===== src/rtl/deserializer_pkg.sv =====
// Shared definitions for the serial-to-parallel word assembler.
// Holds the FSM encoding and the default word and counter widths.
package deserializer_pkg;

    localparam int DEFAULT_WORD_W = 16;
    localparam int DEFAULT_CNT_W  = 8;

    typedef enum logic {
        ST_RX   = 1'b0,
        ST_PUSH = 1'b1
    } state_t;

endpackage : deserializer_pkg


===== src/rtl/deser_shreg.sv =====
// Serial shift register and bit counter for the deserializer.
// word is the complete word as it would look with the current data_in shifted in.
module deser_shreg
    import deserializer_pkg::*;
#(
    parameter int WORD_W = DEFAULT_WORD_W
) (
    input  logic              clk_1,
    input  logic              rst,
    input  logic              shift_en,
    input  logic              data_in,
    output logic [WORD_W-1:0] word,
    output logic              last_bit
);

    localparam int BIT_W = (WORD_W > 1) ? $clog2(WORD_W) : 1;
    localparam logic [BIT_W-1:0] LAST_IDX = BIT_W'(WORD_W - 1);

    // Only the older WORD_W-1 bits need storage; the newest bit is data_in itself.
    logic [WORD_W-2:0] shreg_r;
    logic [BIT_W-1:0]  bit_cnt_r;

    assign word     = {shreg_r, data_in};
    assign last_bit = (bit_cnt_r == LAST_IDX);

    // Shift in accepted bits and count position within the word.
    always_ff @(posedge clk_1) begin
        if (rst) begin
            shreg_r   <= {(WORD_W-1){1'b0}};
            bit_cnt_r <= BIT_W'(0);
        end else if (shift_en) begin
            shreg_r <= word[WORD_W-2:0];
            if (last_bit) begin
                bit_cnt_r <= BIT_W'(0);
            end else begin
                bit_cnt_r <= bit_cnt_r + BIT_W'(1);
            end
        end else begin
            shreg_r   <= shreg_r;
            bit_cnt_r <= bit_cnt_r;
        end
    end

endmodule : deser_shreg


===== src/rtl/deserializer.sv =====
// MSB-first serial deserializer with a two-state RX/PUSH handshake.
// Holds a completed word while the downstream buffer is full.
module deserializer
    import deserializer_pkg::*;
#(
    parameter int WORD_W = DEFAULT_WORD_W,
    parameter int CNT_W  = DEFAULT_CNT_W
) (
    input  logic              clk_1,
    input  logic              rst,
    input  logic              data_in,
    input  logic              write_in,
    input  logic              buffer_full,
    output logic [WORD_W-1:0] data_1,
    output logic              data_1_en,
    output logic              status_out,
    output logic              ovf,
    output logic [CNT_W-1:0]  word_count
);

    state_t            state_r;
    logic [WORD_W-1:0] data_1_r;
    logic              ovf_r;
    logic [CNT_W-1:0]  word_count_r;

    logic              accept_s;
    logic [WORD_W-1:0] word_s;
    logic              last_bit_s;

    assign status_out = (state_r == ST_RX);
    assign accept_s   = status_out & write_in;
    assign data_1_en  = (state_r == ST_PUSH) & ~buffer_full;
    assign data_1     = data_1_r;
    assign ovf        = ovf_r;
    assign word_count = word_count_r;

    deser_shreg #(
        .WORD_W (WORD_W)
    ) u_shreg (
        .clk_1    (clk_1),
        .rst      (rst),
        .shift_en (accept_s),
        .data_in  (data_in),
        .word     (word_s),
        .last_bit (last_bit_s)
    );

    // Handshake FSM with output word, overflow flag and pushed-word counter.
    always_ff @(posedge clk_1) begin
        if (rst) begin
            state_r      <= ST_RX;
            data_1_r     <= {WORD_W{1'b0}};
            ovf_r        <= 1'b0;
            word_count_r <= {CNT_W{1'b0}};
        end else begin
            // A bit offered while not accepting is lost; remember that until reset.
            if (write_in && !status_out) begin
                ovf_r <= 1'b1;
            end else begin
                ovf_r <= ovf_r;
            end

            case (state_r)
                ST_RX: begin
                    if (accept_s && last_bit_s) begin
                        data_1_r <= word_s;
                        state_r  <= ST_PUSH;
                    end else begin
                        data_1_r <= data_1_r;
                        state_r  <= ST_RX;
                    end
                    word_count_r <= word_count_r;
                end
                ST_PUSH: begin
                    data_1_r <= data_1_r;
                    if (!buffer_full) begin
                        state_r      <= ST_RX;
                        word_count_r <= word_count_r + CNT_W'(1);
                    end else begin
                        state_r      <= ST_PUSH;
                        word_count_r <= word_count_r;
                    end
                end
                default: begin
                    state_r      <= ST_RX;
                    data_1_r     <= data_1_r;
                    word_count_r <= word_count_r;
                end
            endcase
        end
    end

endmodule : deserializer


===== config.mk =====
export PLATFORM = sky130hd
export DESIGN_NAME = deserializer
export DESIGN_NICKNAME = d
export VERILOG_FILES = /design/src/rtl/deserializer_pkg.sv /design/src/rtl/deser_shreg.sv /design/src/rtl/deserializer.sv
export SDC_FILE = /design/constraint.sdc
export NUM_CORES = 1
export LEC_CHECK = 0
export ABC_CLOCK_PERIOD_IN_PS = 1400
export BUFFER_PORTS_ARGS = -buffer_cell sky130_fd_sc_hd__buf_2
export CAP_MARGIN = 20
export CORE_UTILIZATION = 38
export CTS_CLUSTER_DIAMETER = 60
export DETAILED_ROUTE_END_ITERATION = 8
export PLACE_DENSITY = 0.68
export RECOVER_POWER = 25
export REMOVE_ABC_BUFFERS = 1
export SLEW_MARGIN = 20
export SYNTH_ARGS = -nofsm -noshare
export SYNTH_HDL_FRONTEND = slang
export SYNTH_SLANG_ARGS = --single-unit
export TNS_END_PERCENT = 50

===== constraint.sdc =====
create_clock -name clk_1 -period 1.4 [get_ports clk_1]
set_input_delay 0.35 -clock clk_1 [delete_from_list [all_inputs] [get_ports clk_1]]
set_output_delay 0.35 -clock clk_1 [all_outputs]
set_load 0.05 [all_outputs]

==> results.txt, run 1 <==
The starting density of the core came out at 39.9%. Entering global routing, the biggest net connects 29 pins. The run finished with clean final reports.

Sequential elements use 51.2% of the synthesized area. The slowest stage of the critical path belongs to the cell sky130_fd_sc_hd__dfxtp_4. Setup repair after global routing could not meet its margin everywhere.

The count of H-tree levels built during CTS came out at 2. The maximum fanout count along the critical path is 7. Yosys printed 0 warnings. The highest metal layer carrying signal wires in the routed design is met4. After synthesis, the mean cell area works out to 8.46 sq um. For this block, the initial DRC count from the detailed router was 107.

The tightest min-delay check is of the in -> reg type. The die is 70.1 um tall. No sink is reached through more buffers than the 2 on the longest clock path.

The number of hold buffers added after cts came out at 0. The site row count is 24. The number of primary I/O pins is 32.

The routed length per placed instance is 11.8 um. Walking the worst path, the cells encountered are nor2b_4 > buf_6. Counting I/O delays and the setup requirement, the final critical path takes 1.37 ns. 0 antenna diodes ended up in the layout. The synthesized instance count is 208. The depth of the most critical reg-to-reg path is 5. The hold violation count in the final report came out at 0. The number of CTS-inserted buffers is 5. The transition at the pin with the smallest max-transition slack is 0.290 ns. The total met3 wirelength after detailed routing is 77 um. Total power for the finished layout comes to 2.16 mW. Summed over all nets, wire length on met2 after detailed routing comes to 1.71 mm.

The routability-driven placement congestion ratio came out at 0.759. The worst setup path is of the reg -> out kind. The total power divided by cell area is 1020 mW/mm^2.

The max-slew violation total from the final report is 0. The worst slew margin relative to its limit is 80.7%. The root buffer selected by CTS is sky130_fd_sc_hd__clkbuf_8. Dividing the detail-routed via count by the number of cells gives 5.07.

The cell count along the critical path came out at 2. Data on the critical path arrives at its endpoint at 1.02 ns. The highest clock frequency the design can meet came out at 0.729 GHz.

The worst setup path is launched from a flop. The detailed router put a total of 1.66 mm of wire on met1. The overall routed net length came out at 3.52 mm. The total of endpoints with negative setup slack in the final report is 0. The final-layout worst hold slack came out at 0.256 ns.

Summed over all nets, the half-perimeter wirelength after detailed placement is 2.41 mm. The TritonCTS sink count came out at 45. The count of fill cells added during filler insertion is 458.

The layout net count is 253. The width of the chip is 70.1 um. The data required time of the worst path is 1.05 ns. After synthesis the cells add up to 0.00176 sq mm. The post-route DRC violation count is 0.

The sum of buffers and inverters on the critical path is 1. In this run the critical register-to-register path is captured at data_1[7]$_SDFFE_PP0P_. The worst vdd rail ir drop came out at 314 uV. The vias after detailed routing is 1512. The leakage power is 0.825 nW. For this run, the total global-route usage over all layers was measured as 15.2%. The number of antenna violations at the first check in global routing is 0. The beginning of the worst register-to-register path is state_r$_SDFF_PP0_.

The count of distinct cell types in the synthesized netlist is 31. The worst clock skew on the final layout is 0.00492 ns. The number of max-cap violations is 0. TritonCTS built the clock tree. Clock-pin slew was measured on the worst setup and hold paths at 0.08 ns.

The detailed-router iteration count before antenna repair came out at 4. STA classifies the critical path endpoint as an output port. In this run the worst setup path terminates at data_1_en. The largest stage delay on the critical path is 0.39 ns.

The clock insertion delay at the later pin of the skew report is 0.29 ns. The number of port buffers is 31. The count of state elements after synthesis came out at 45.

The fraction of layout cells with a size suffix above 1 came out at 24.0%. The post-detailed-route count of antenna-violating nets is 0. The most critical setup path has its startpoint at state_r$_SDFF_PP0_. The number of global-route vias before repair was 1315. In the finished design, the share of the clock period the worst path needs comes to 97.9%.

The global-route wire length before repair came out at 5.94 mm. The leftover overflow at the end of global routing came out at 0. Along the worst hold path, the cell count comes to 2.

The family with the most delay on the worst path is flip-flops. The floorplan step defined a die boundary enclosing 0.00491 sq mm. The area growth from synthesis to layout is 20.5%. The area of the core region came out at 0.00441 sq mm. The reg2reg setup slack is 0.11 ns.
-- sequential cells by signal, indices dropped and copies added, names as in the netlist --
signal and count:
u_shreg.bit_cnt_r 4, state_r 1, u_shreg.shreg_r 15, data_1 16
word_count 8, ovf 1
-- final cells by class --
type	count	area [sq um]	area share, %
repair buffers	47	284	13.4
flip-flops and latches	45	906	42.7
well taps	52	65.1	3.07
inverters	3	11.3	0.531
multi-input cells	144	769	36.3
clock buffers	7	86.3	4.07
-- routing by layer --
metal | track usage [%] | vias to the layer above
li1 | - | 791
met1 | 19.0 | 697
met2 | 25.0 | 17
met3 | 2.74 | 7
met4 | 8.00 | 0
met5 | 0 | -
-- cell families (layout without fill, tap and decap cells) --
group / after synthesis / after routing / synth area share (%)
simple gates: 73 / 73 / 20.2
xor+xnor: 4 / 4 / 1.99
fa+ha+maj: 2 / 2 / 1.42
buf+inv: 19 / 57 / 5.54
mux: 1 / 1 / 0.569
compound gates: 64 / 64 / 19.1
flops: 45 / 45 / 51.2
-- worst register-to-register path: cells and delay by family, from the launching register on --
family / cells / cell delay [ns]
DFF: 1 / 0.37
and+or+nand+nor: 2 / 0.37
buffers and inverters: 2 / 0.34
AOI/OAI and AO/OA: 1 / 0.14
-- synth_stat cells --
library cell / count / area (sq um)
sky130_fd_sc_hd__ha_1: 2 / 25.0
sky130_fd_sc_hd__nor2b_1: 2 / 12.5
sky130_fd_sc_hd__clkbuf_1: 6 / 22.5
sky130_fd_sc_hd__or3_1: 4 / 25.0
sky130_fd_sc_hd__dfxtp_1: 45 / 901
sky130_fd_sc_hd__buf_6: 2 / 22.5
sky130_fd_sc_hd__a31oi_1: 1 / 6.26
sky130_fd_sc_hd__a211oi_1: 1 / 7.51
sky130_fd_sc_hd__nand3_1: 17 / 85.1
sky130_fd_sc_hd__mux2i_1: 1 / 10.0
sky130_fd_sc_hd__xnor2_1: 3 / 26.3
sky130_fd_sc_hd__and2_1: 1 / 6.26
sky130_fd_sc_hd__and3b_1: 1 / 8.76
sky130_fd_sc_hd__buf_2: 5 / 25.0
sky130_fd_sc_hd__nand2b_1: 1 / 6.26
sky130_fd_sc_hd__nand3b_1: 3 / 22.5
sky130_fd_sc_hd__clkbuf_2: 1 / 5.00
sky130_fd_sc_hd__a211oi_2: 1 / 12.5
sky130_fd_sc_hd__buf_1: 1 / 3.75
sky130_fd_sc_hd__a21oi_1: 39 / 195
sky130_fd_sc_hd__buf_4: 1 / 7.51
sky130_fd_sc_hd__nand2_1: 34 / 128
sky130_fd_sc_hd__nand4b_2: 1 / 15.0
sky130_fd_sc_hd__nand4_2: 1 / 12.5
sky130_fd_sc_hd__or4_1: 1 / 7.51
sky130_fd_sc_hd__o31ai_1: 1 / 7.51
sky130_fd_sc_hd__xor2_1: 1 / 8.76
sky130_fd_sc_hd__inv_1: 3 / 11.3
sky130_fd_sc_hd__a22oi_1: 1 / 7.51
sky130_fd_sc_hd__o21ai_0: 20 / 100
sky130_fd_sc_hd__nor2_1: 7 / 26.3
-- stage by stage --
stage | setup WS [ns] | std cells | TNS [ns] | utilization [%] | instance area, sq um
after floorplan | -0.335 | 192 | -1.35 | - | 1670
after global placement | 0.0782 | 290 | 0 | 45.5 | 2010
after detailed placement | 0.0354 | 290 | 0 | 45.5 | 2010
after CTS | 0.0189 | 297 | 0 | 47.7 | 2110
after global routing | -0.00572 | 298 | -0.00572 | 48.1 | 2120
final | 0.0289 | 298 | 0 | 48.1 | 2120
-- layout by cell type (no fill, tap or decap) --
master                      n
sky130_fd_sc_hd__and2_1     1
sky130_fd_sc_hd__nand4b_2   1
sky130_fd_sc_hd__nand2_1   34
sky130_fd_sc_hd__clkbuf_8   6
sky130_fd_sc_hd__nand3_1   17
sky130_fd_sc_hd__nand2b_1   1
sky130_fd_sc_hd__or3_1      4
sky130_fd_sc_hd__ha_1       2
sky130_fd_sc_hd__clkbuf_4   1
sky130_fd_sc_hd__nor2_1     7
sky130_fd_sc_hd__o31ai_1    1
sky130_fd_sc_hd__a31oi_1    1
sky130_fd_sc_hd__and3b_1    1
sky130_fd_sc_hd__buf_2     29
sky130_fd_sc_hd__xnor2_1    3
sky130_fd_sc_hd__nor2b_1    1
sky130_fd_sc_hd__a211oi_2   1
sky130_fd_sc_hd__a22oi_1    1
sky130_fd_sc_hd__nor2b_4    1
sky130_fd_sc_hd__o21ai_0   20
sky130_fd_sc_hd__buf_6      1
sky130_fd_sc_hd__dfxtp_4    1
sky130_fd_sc_hd__clkbuf_1   1
sky130_fd_sc_hd__xor2_1     1
sky130_fd_sc_hd__nand4_2    1
sky130_fd_sc_hd__a211oi_1   1
sky130_fd_sc_hd__or4_1      1
sky130_fd_sc_hd__buf_4     16
sky130_fd_sc_hd__a21oi_1   39
sky130_fd_sc_hd__mux2i_1    1
sky130_fd_sc_hd__nand3b_1   3
sky130_fd_sc_hd__dfxtp_1   43
sky130_fd_sc_hd__inv_1      3
sky130_fd_sc_hd__dfxtp_2    1
-- where the power goes --
group | leakage, nW | internal (mW) | switching, mW
logic | 0.416 | 0.0315 | 0.0543
clock network | 0.0443 | 0.391 | 0.394
registers | 0.364 | 1.29 | 0.00670
total | 0.825 | 1.71 | 0.455
-- timing repair --
item	in CTS	in global routing
cloned	0	0
setup buffers	0	1
pin swaps	0	0
gates resized for setup	5	3
setup endpoints to repair	1	4
-- worst min-delay path by stage --
stage / end / from / slack (ns)
4_1_cts: word_count[0]$_SDFFE_PP0P_ / rst / 0.26
6_report: word_count[0]$_SDFFE_PP0P_ / rst / 0.26
5_1_grt: word_count[0]$_SDFFE_PP0P_ / rst / 0.26
2_1_floorplan: u_shreg.bit_cnt_r[0]$_SDFFE_PP0N_ / rst / 0.41
3_5_place_dp: u_shreg.shreg_r[14]$_SDFFE_PP0N_ / u_shreg.shreg_r[14]$_SDFFE_PP0N_ / 0.45
3_3_place_gp: u_shreg.shreg_r[14]$_SDFFE_PP0N_ / u_shreg.shreg_r[14]$_SDFFE_PP0N_ / 0.44
Power figures use the tool's default switching activity.
==> run 2, diff against run 1 <==
--- a/config.mk
+++ b/config.mk
@@ -5,6 +5,7 @@
 export SDC_FILE = /design/constraint.sdc
 export NUM_CORES = 1
 export LEC_CHECK = 0
+export ABC_AREA = 1
 export ABC_CLOCK_PERIOD_IN_PS = 1400
 export BUFFER_PORTS_ARGS = -buffer_cell sky130_fd_sc_hd__buf_2
 export CAP_MARGIN = 20
==> run 2 against run 1 <==
Net effect: non-clock buffer count shrank 8; flip-flop and latch count is the same; clock power shrank 4.2%; register-to-register slack gained 0.04 ns; highest routed layer unchanged.
==> results.txt, run 2 <==
The fraction of the yosys area taken by sequential cells is 50.8%. The library cells used most frequently in the layout, excluding fill and tap cells, are sky130_fd_sc_hd__nor2_1 (71), sky130_fd_sc_hd__dfxtp_1 (44), sky130_fd_sc_hd__buf_2 (28), sky130_fd_sc_hd__nand2_1 (22), sky130_fd_sc_hd__o21ai_0 (21). Synthesis inferred 45 register bits. The number of max-cap violations is 0.

The most common flop cell mapped by yosys is sky130_fd_sc_hd__dfxtp_1. The data arrival time at the worst-slack endpoint came out at 0.99 ns. For this design the total switching power over the nets is 496 uW. The count of H-tree levels built during CTS is 2. The overall power after layout is 2.21 mW. The shortest clock period the worst path allows after layout came out at 1.34 ns. Summed over its instances, the top area cell type makes up 50.8% of the synthesized netlist area. The worst setup path is of the reg -> out kind. The signal on the critical path passes through inv_4 > buf_2. The detailed-router iteration count before antenna repair is 4. The total of endpoints with negative setup slack in the final report came out at 0. The number of enable flip-flop cells after synthesis is 0.

Among all stages on the critical path, the largest delay is contributed by sky130_fd_sc_hd__dfxtp_4. The data required time of the worst path came out at 1.05 ns. Summed over all failing endpoints, the final setup total negative slack is 0 ns. Net switching is 22.5% of the power. The sum of buffers and inverters on the critical path is 2.

The TritonCTS clock tree is built. The part of the total power dissipated in the clock network came out at 34.1%. The number of DRC violations after detailed-routing iteration 0 came out at 40. In the post-synthesis netlist, the cell with the most instances is sky130_fd_sc_hd__nor2_1. The share of power burned in combinational logic came out at 5.3%.

The least setup slack across all paths after layout is 0.0554 ns. The number of global-route vias before repair is 1362. The number of antenna violations at the first check in global routing is 0. The largest single stage delay on the critical path is 0.37 ns. In this run the vertical extent of the chip is 70.3 um. The starting density of the core is 40.1%.

The Yosys step of the flow raised 0 warnings. The cell taking the most area after synthesis is sky130_fd_sc_hd__dfxtp_1. The final layout contains routed wiring with a total length of 3.49 mm. Dividing the detail-routed wire length by the instance count gives 11.0 um.

The cell area after technology mapping is 0.00177 sq mm. The share of the clock period used by the worst path after layout is 96.0%. Entering global routing, the biggest net connects 36 pins. The register with the most flip-flops in the layout has 16 of them. After clock tree synthesis, the clock-pin slew on the worst setup and hold paths is 0.07 ns.

In this run the tightest slew margin relative to its limit is 77.7%. The count of distinct cell types in the synthesized netlist came out at 24. The leakage power came out at 0.981 nW.

The routability-driven placement congestion ratio is 0.752. Pin placement for this block handled 32 I/O pins. The worst setup timing slack at the placement stage came out at 0.0603 ns. The transition at the pin with the smallest max-transition slack is 0.334 ns.

The first global-routing pass estimated 6.20 mm of wire. By area the synthesized netlist is led by sky130_fd_sc_hd__dfxtp_1 (51%), sky130_fd_sc_hd__nor2_1 (15%), sky130_fd_sc_hd__o21ai_0 (5.9%). The width of the chip is 70.3 um.

The total routing resource utilization after global routing came out at 15.9%. The number of vias per cell came out at 4.85. The synthesized instance count is 227. The worst clock skew on the final layout is 0.00274 ns.

The hold violation count in the final report came out at 0. Buffers inserted during clock tree synthesis total 5. The leftover overflow at the end of global routing came out at 0.

STA classifies the critical path startpoint as a flop. The flow ran to the end, and the final reports show no timing, DRC or antenna violations. The later pin in the worst-skew pair is clocked with a latency of 0.29 ns. The floorplan step defined a die boundary enclosing 0.00494 sq mm.

The kind of cell with the highest combined delay along the critical path is flip-flops. The post-detailed-route count of antenna-violating nets came out at 0. The fraction of layout cells with a size suffix above 1 is 22.6%.

The maximum fanout count along the critical path is 5. The post-route DRC violation count is 0. The mean cell area of the mapped netlist is 7.80 sq um. The portion of total power attributed to sequential cells came out at 60.6%. The maximum clock path buffer count came out at 2. The share of flip-flops with an asynchronous set or reset after synthesis came out at 0%. The number of hold buffers added after cts came out at 0.

Across all layers, the routed design uses 1536 vias. The total power divided by cell area came out at 1050 mW/mm^2. The number of port buffers came out at 31. The layout net count is 271. The max-slew violation total from the final report is 0. The path class of the lowest-slack min-delay path is in -> reg.

The tree is rooted in a sky130_fd_sc_hd__clkbuf_8. Setup repair after global routing left no endpoint under its margin. The capturing element type of the critical path is an output port.

The TritonCTS sink count is 45. Internal power comes to 1.71 mW. The area growth from synthesis to layout is 18.3%. Across the VDD grid, the largest voltage drop is 593 uV. The antenna diode count is 0. The area of the core region is 0.00441 sq mm. The HPWL reported at the end of detailed placement came out at 2.38 mm. In the synthesized netlist, the cells that appear most often are sky130_fd_sc_hd__nor2_1 (70), sky130_fd_sc_hd__dfxtp_1 (45), sky130_fd_sc_hd__nand2_1 (22), sky130_fd_sc_hd__o21ai_0 (21), sky130_fd_sc_hd__o21ai_1 (13).

The site row count is 24. The library cell used most frequently in the layout, excluding fill and tap cells, is sky130_fd_sc_hd__nor2_1. The highest clock frequency the design can meet came out at 0.744 GHz.
[run 2: metrics by stage]
step | cell area (sq um) | hold slack (ns) | std cells | utilization, %
2_1_floorplan | 1710 | 0.412 | 218 | -
3_3_place_gp | 2000 | 0.446 | 309 | 45.4
3_5_place_dp | 2000 | 0.458 | 309 | 45.4
4_1_cts | 2090 | 0.272 | 317 | 47.3
5_1_grt | 2100 | 0.285 | 317 | 47.5
6_report | 2100 | 0.275 | 317 | 47.5
[run 2: what timing repair did]
action / in CTS / in global routing
endpoints found under the setup margin: 2 / 18
gates resized for setup: 2 / 7
buffers inserted: 0 / 0
[run 2: final timing paths]
kind / from / endpoint / slack [ns] / depth (start not counted)
worst max register to register: state_r$_SDFF_PP0_ / word_count[4]$_SDFFE_PP0P_ / 0.15 / 6
worst min register to register: ovf$_SDFFE_PP0P_ / ovf$_SDFFE_PP0P_ / 0.47 / 2
worst min-delay path: rst / state_r$_SDFF_PP0_ / 0.28 / 2
worst max-delay path: state_r$_SDFF_PP0_ / status_out / 0.06 / 2
[run 2: cells by family (layout without fill, tap and decap cells)]
group                    Yosys count  in the layout  share of synthesized area, %
AND/OR/NAND/NOR                  115            115                          28.1
buffers and inverters             21             59                          6.64
flip-flops                        45             45                          50.8
adder cells (fa/ha/maj)            2              2                          1.41
AO/OA/AOI/OAI                     44             44                          13.0
[run 2: power by group through the flow]
stage               combinational [mW]  clock, mW  sequential [mW]
floorplan                       0.0744          0             1.36
global placement                 0.117          0             1.37
detailed placement               0.119          0             1.37
CTS                              0.119      0.784             1.34
global route                     0.138      0.845             1.34
finish                           0.117      0.753             1.34
[run 2: layer usage]
metal | up-vias | GRT usage, % | part of all wire [%]
li1 | 801 | - | -
met1 | 698 | 19.5 | 47
met4 | 0 | 4.67 | 1.3
met2 | 31 | 25.9 | 46
met5 | - | 0 | 0
met3 | 6 | 5.77 | 5.7
[run 2: cell type report]
type,instances,area [sq um]
clock buffer,8,80.1
inverter,12,55.1
timing repair buffer,39,233
fill,463,2320
multi-input combinational,161,758
tap,52,65.1
sequential,45,905
[run 2: worst reg2reg max path, cell delays in order, from the launching register on]
cell and delay [ns]:
sky130_fd_sc_hd__dfxtp_4 0.38, sky130_fd_sc_hd__inv_4 0.05, sky130_fd_sc_hd__nor2_4 0.09, sky130_fd_sc_hd__clkbuf_1 0.24, sky130_fd_sc_hd__nand3_1 0.17, sky130_fd_sc_hd__o21ai_0 0.17, sky130_fd_sc_hd__nor2_1 0.05
==> run 3, diff against run 2 <==
--- a/config.mk
+++ b/config.mk
@@ -6,9 +6,10 @@
 export NUM_CORES = 1
 export LEC_CHECK = 0
 export ABC_AREA = 1
-export ABC_CLOCK_PERIOD_IN_PS = 1400
+export ABC_CLOCK_PERIOD_IN_PS = 1200
 export BUFFER_PORTS_ARGS = -buffer_cell sky130_fd_sc_hd__buf_2
 export CAP_MARGIN = 20
+export CORE_MARGIN = 2
 export CORE_UTILIZATION = 38
 export CTS_CLUSTER_DIAMETER = 60
 export DETAILED_ROUTE_END_ITERATION = 8
==> constraint.sdc (replaced) <==
create_clock -name clk_1 -period 1.2 [get_ports clk_1]
set_input_delay 0.3 -clock clk_1 [delete_from_list [all_inputs] [get_ports clk_1]]
set_output_delay 0.3 -clock clk_1 [all_outputs]
set_load 0.05 [all_outputs]
==> run 3 against run 2 <==
Net effect: highest routed layer unchanged; utilization increased by 7.9 points; clock skew increased by 0.0043 ns; sequential share of layout area fell by 5.6 points; sequential power grew 16%; via count grew 1.0%; global-route usage decreased by 0.23 points; count of clock-buffer cells in the layout down 3; routed wire length is 8.7% higher; setup slack worse by 0.13 ns; the flow now finishes with violations (setup timing); non-clock buffer count grew 9; register-to-register slack worse by 0.17 ns.
==> results.txt, run 3 (synthesis results as in run 2) <==
For this design, the sink count on the clock tree is 45. The kind of cell with the highest combined delay along the critical path is flip-flops. Setup slack on the critical path of the routed design comes to -0.0727 ns. For this run the aggregate overflow at the end of global routing stands at 0. In this run the tool buffered the top-level ports with 31 buffer cells. 0 antenna diodes ended up in the layout. Setup repair after global routing could not meet its margin everywhere. The clock insertion delay at the later pin of the skew report came out at 0.30 ns. The global routing met2 resource utilization came out at 24.0%.

The number of primary I/O pins is 32. Global routing used 5.28% of the available met3 tracks. The layout net count is 281. The vias after detailed routing came out at 1552. The clock arrives with 0.00704 ns of skew. Once placement completed, the tool counted placed cells totaling 312.

The reg2reg setup slack is -0.02 ns. The number of DRC violations after detailed-routing iteration 0 is 70. The routed length per placed instance came out at 11.6 um.

The first global-routing pass estimated 6.33 mm of wire. The area growth from synthesis to layout is 37.9%. The highest clock frequency the design can meet came out at 0.786 GHz.

The path with the worst hold slack has its endpoint at state_r$_SDFF_PP0_. The hold violation count in the final report was 0. The total power divided by cell area is 1190 mW/mm^2. Routability-driven placement finished with a final weighted congestion of 0.796.

The number of global-route vias before repair is 1381. The global routing usage on met1 is 20.1%. The largest stage delay on the critical path is 0.36 ns. After clock tree synthesis, the clock-pin slew on the worst setup and hold paths is 0.09 ns. The number of antenna violations at the first check in global routing is 0.

The number of hold buffers added after cts is 0. The critical path launch point type is a flop. The worst register-to-register path has a depth of 7. The startpoint identified for the worst hold timing path is rst. Setup violations remaining at the end of the flow were counted as 3. The transition at the pin with the smallest max-transition slack came out at 0.246 ns.

Using the TritonRoute via totals, the vias-per-cell ratio works out to 4.75. For this run, the number of standard cells in the final layout without fillers is 327. The die is 72.3 um tall.

The run finished, with violations left. The most frequent standard cell in the layout excluding fill and tap cells is sky130_fd_sc_hd__nor2_1. The H-tree generated during clock tree synthesis spans 2 levels. The critical path goes through inv_4 > nor2_4 > buf_6. TritonCTS built the clock tree. The site row count came out at 24.

The maximum clock path buffer count is 2. The global routing stage identified its most utilized layer as met2. The checks that failed: setup timing.

The total die area came out at 0.00522 sq mm. The tightest min-delay check is of the in -> reg type. The cell count of the worst hold path came out at 2. The tree is rooted in a sky130_fd_sc_hd__clkbuf_8. Across all hold checks on the routed design, the worst slack comes to 0.225 ns. The final layout contains routed wiring with a total length of 3.80 mm. The area of the core region came out at 0.00441 sq mm.

The number of CTS-inserted buffers came out at 5. The number of flip-flops in the largest register came out at 16. The worst register-to-register path ends at data_1[0]$_SDFFE_PP0P_.

Before antenna repair, the detailed router went through 4 iterations. At the placement stage, the worst setup path has a slack of -0.0781 ns. The worst vdd rail ir drop is 794 uV.

The width of the chip came out at 72.3 um. The share of the clock period used by the worst path after layout came out at 106%. Leaving out fill and tap cells, the most frequent cells in the layout are sky130_fd_sc_hd__nor2_1 (68), sky130_fd_sc_hd__dfxtp_1 (36), sky130_fd_sc_hd__nand2_1 (22), sky130_fd_sc_hd__buf_4 (20), sky130_fd_sc_hd__o21ai_0 (18). Across every metal layer, demand over resource in global routing totals 15.7%. The post-route DRC violation count is 0. The post-detailed-route count of antenna-violating nets came out at 0. The worst register-to-register path begins at state_r$_SDFF_PP0_.

The starting density of the core is 40.1%. Summed over all cells, the static leakage comes to 1.08 nW. At the worst endpoint, the arrival time is 0.97 ns. The post-route netlist has 32.0% of its cells at a drive strength greater than 1.

The cell type of the slowest stage on the worst timing path is sky130_fd_sc_hd__dfxtp_2. The cell count along the critical path is 3. Summed over all nets, the half-perimeter wirelength after detailed placement is 2.30 mm. Entering global routing, the biggest net connects 40 pins. The sum of buffers and inverters on the critical path came out at 2.

Max-cap violations in this run came to 0. The maximum fanout count along the critical path came out at 4. The worst pin sits at a relative slew slack of 83.7%. The data required time of the worst path is 0.90 ns.

At the end of the flow the core is filled with cells to 55.4%. After layout, the minimum clock period comes to 1.27 ns. The max-slew violation total from the final report is 0. The capturing element type of the critical path is an output port.

The startpoint-to-endpoint class of the critical path is reg -> out.
## run 3: changes by cell type in the layout (fill, tap and decap cells not counted), sizes merged
cell	before	now
inv	12	13
clkinv	0	1
clkbuf	13	8
clkinvlp	0	1
buf	34	45
bufinv	0	1
## run 3: worst max path at each step
stage	start	to	slack [ns]
5_1_grt	state_r$_SDFF_PP0_	data_1_en	-0.12
4_1_cts	state_r$_SDFF_PP0_	data_1_en	-0.11
2_1_floorplan	word_count[0]$_SDFFE_PP0P_	word_count[5]$_SDFFE_PP0P_	-0.19
3_5_place_dp	u_shreg.bit_cnt_r[0]$_SDFFE_PP0N_	data_1[8]$_SDFFE_PP0P_	-0.08
3_3_place_gp	u_shreg.bit_cnt_r[0]$_SDFFE_PP0N_	data_1[11]$_SDFFE_PP0P_	-0.01
6_report	state_r$_SDFF_PP0_	data_1_en	-0.07
## run 3: timing repair
action	CTS	global route
pin swaps	3	14
endpoints found under the setup margin	41	51
setup buffers	3	2
gates resized for setup	46	25
cloned	2	1
## run 3: area by class of cell
cell class,instances,area (sq um)
fillers,397,1970
flip-flops and latches,45,917
multi-input cells,161,818
repair buffers,48,467
clock buffers,5,68.8
well taps,52,65.1
inverters,12,55.1
clock inverters,3,46.3
repair inverters,1,6.26
## run 3: layer usage
metal | vias up | routed length (um) | share of wire, %
met5 | - | 0 | 0
met4 | 0 | 75 | 2.0
met3 | 8 | 215 | 5.7
met2 | 41 | 1670 | 44
met1 | 679 | 1830 | 48
li1 | 824 | - | -
## run 3: power by group
part / internal, mW / switching, mW
logic: 0.0854 / 0.0986
registers: 1.53 / 0.0326
clock network: 0.623 / 0.538
total: 2.24 / 0.669
## run 3: metrics by stage
step	total power [mW]	instance area (sq um)	TNS, ns
after global placement	1.74	2040	-0.0984
after CTS	2.91	2320	-0.228
after detailed placement	1.74	2040	-0.789
after global routing	3.03	2440	-1.08
final	2.90	2440	-0.157
after floorplan	1.68	1710	-3.68
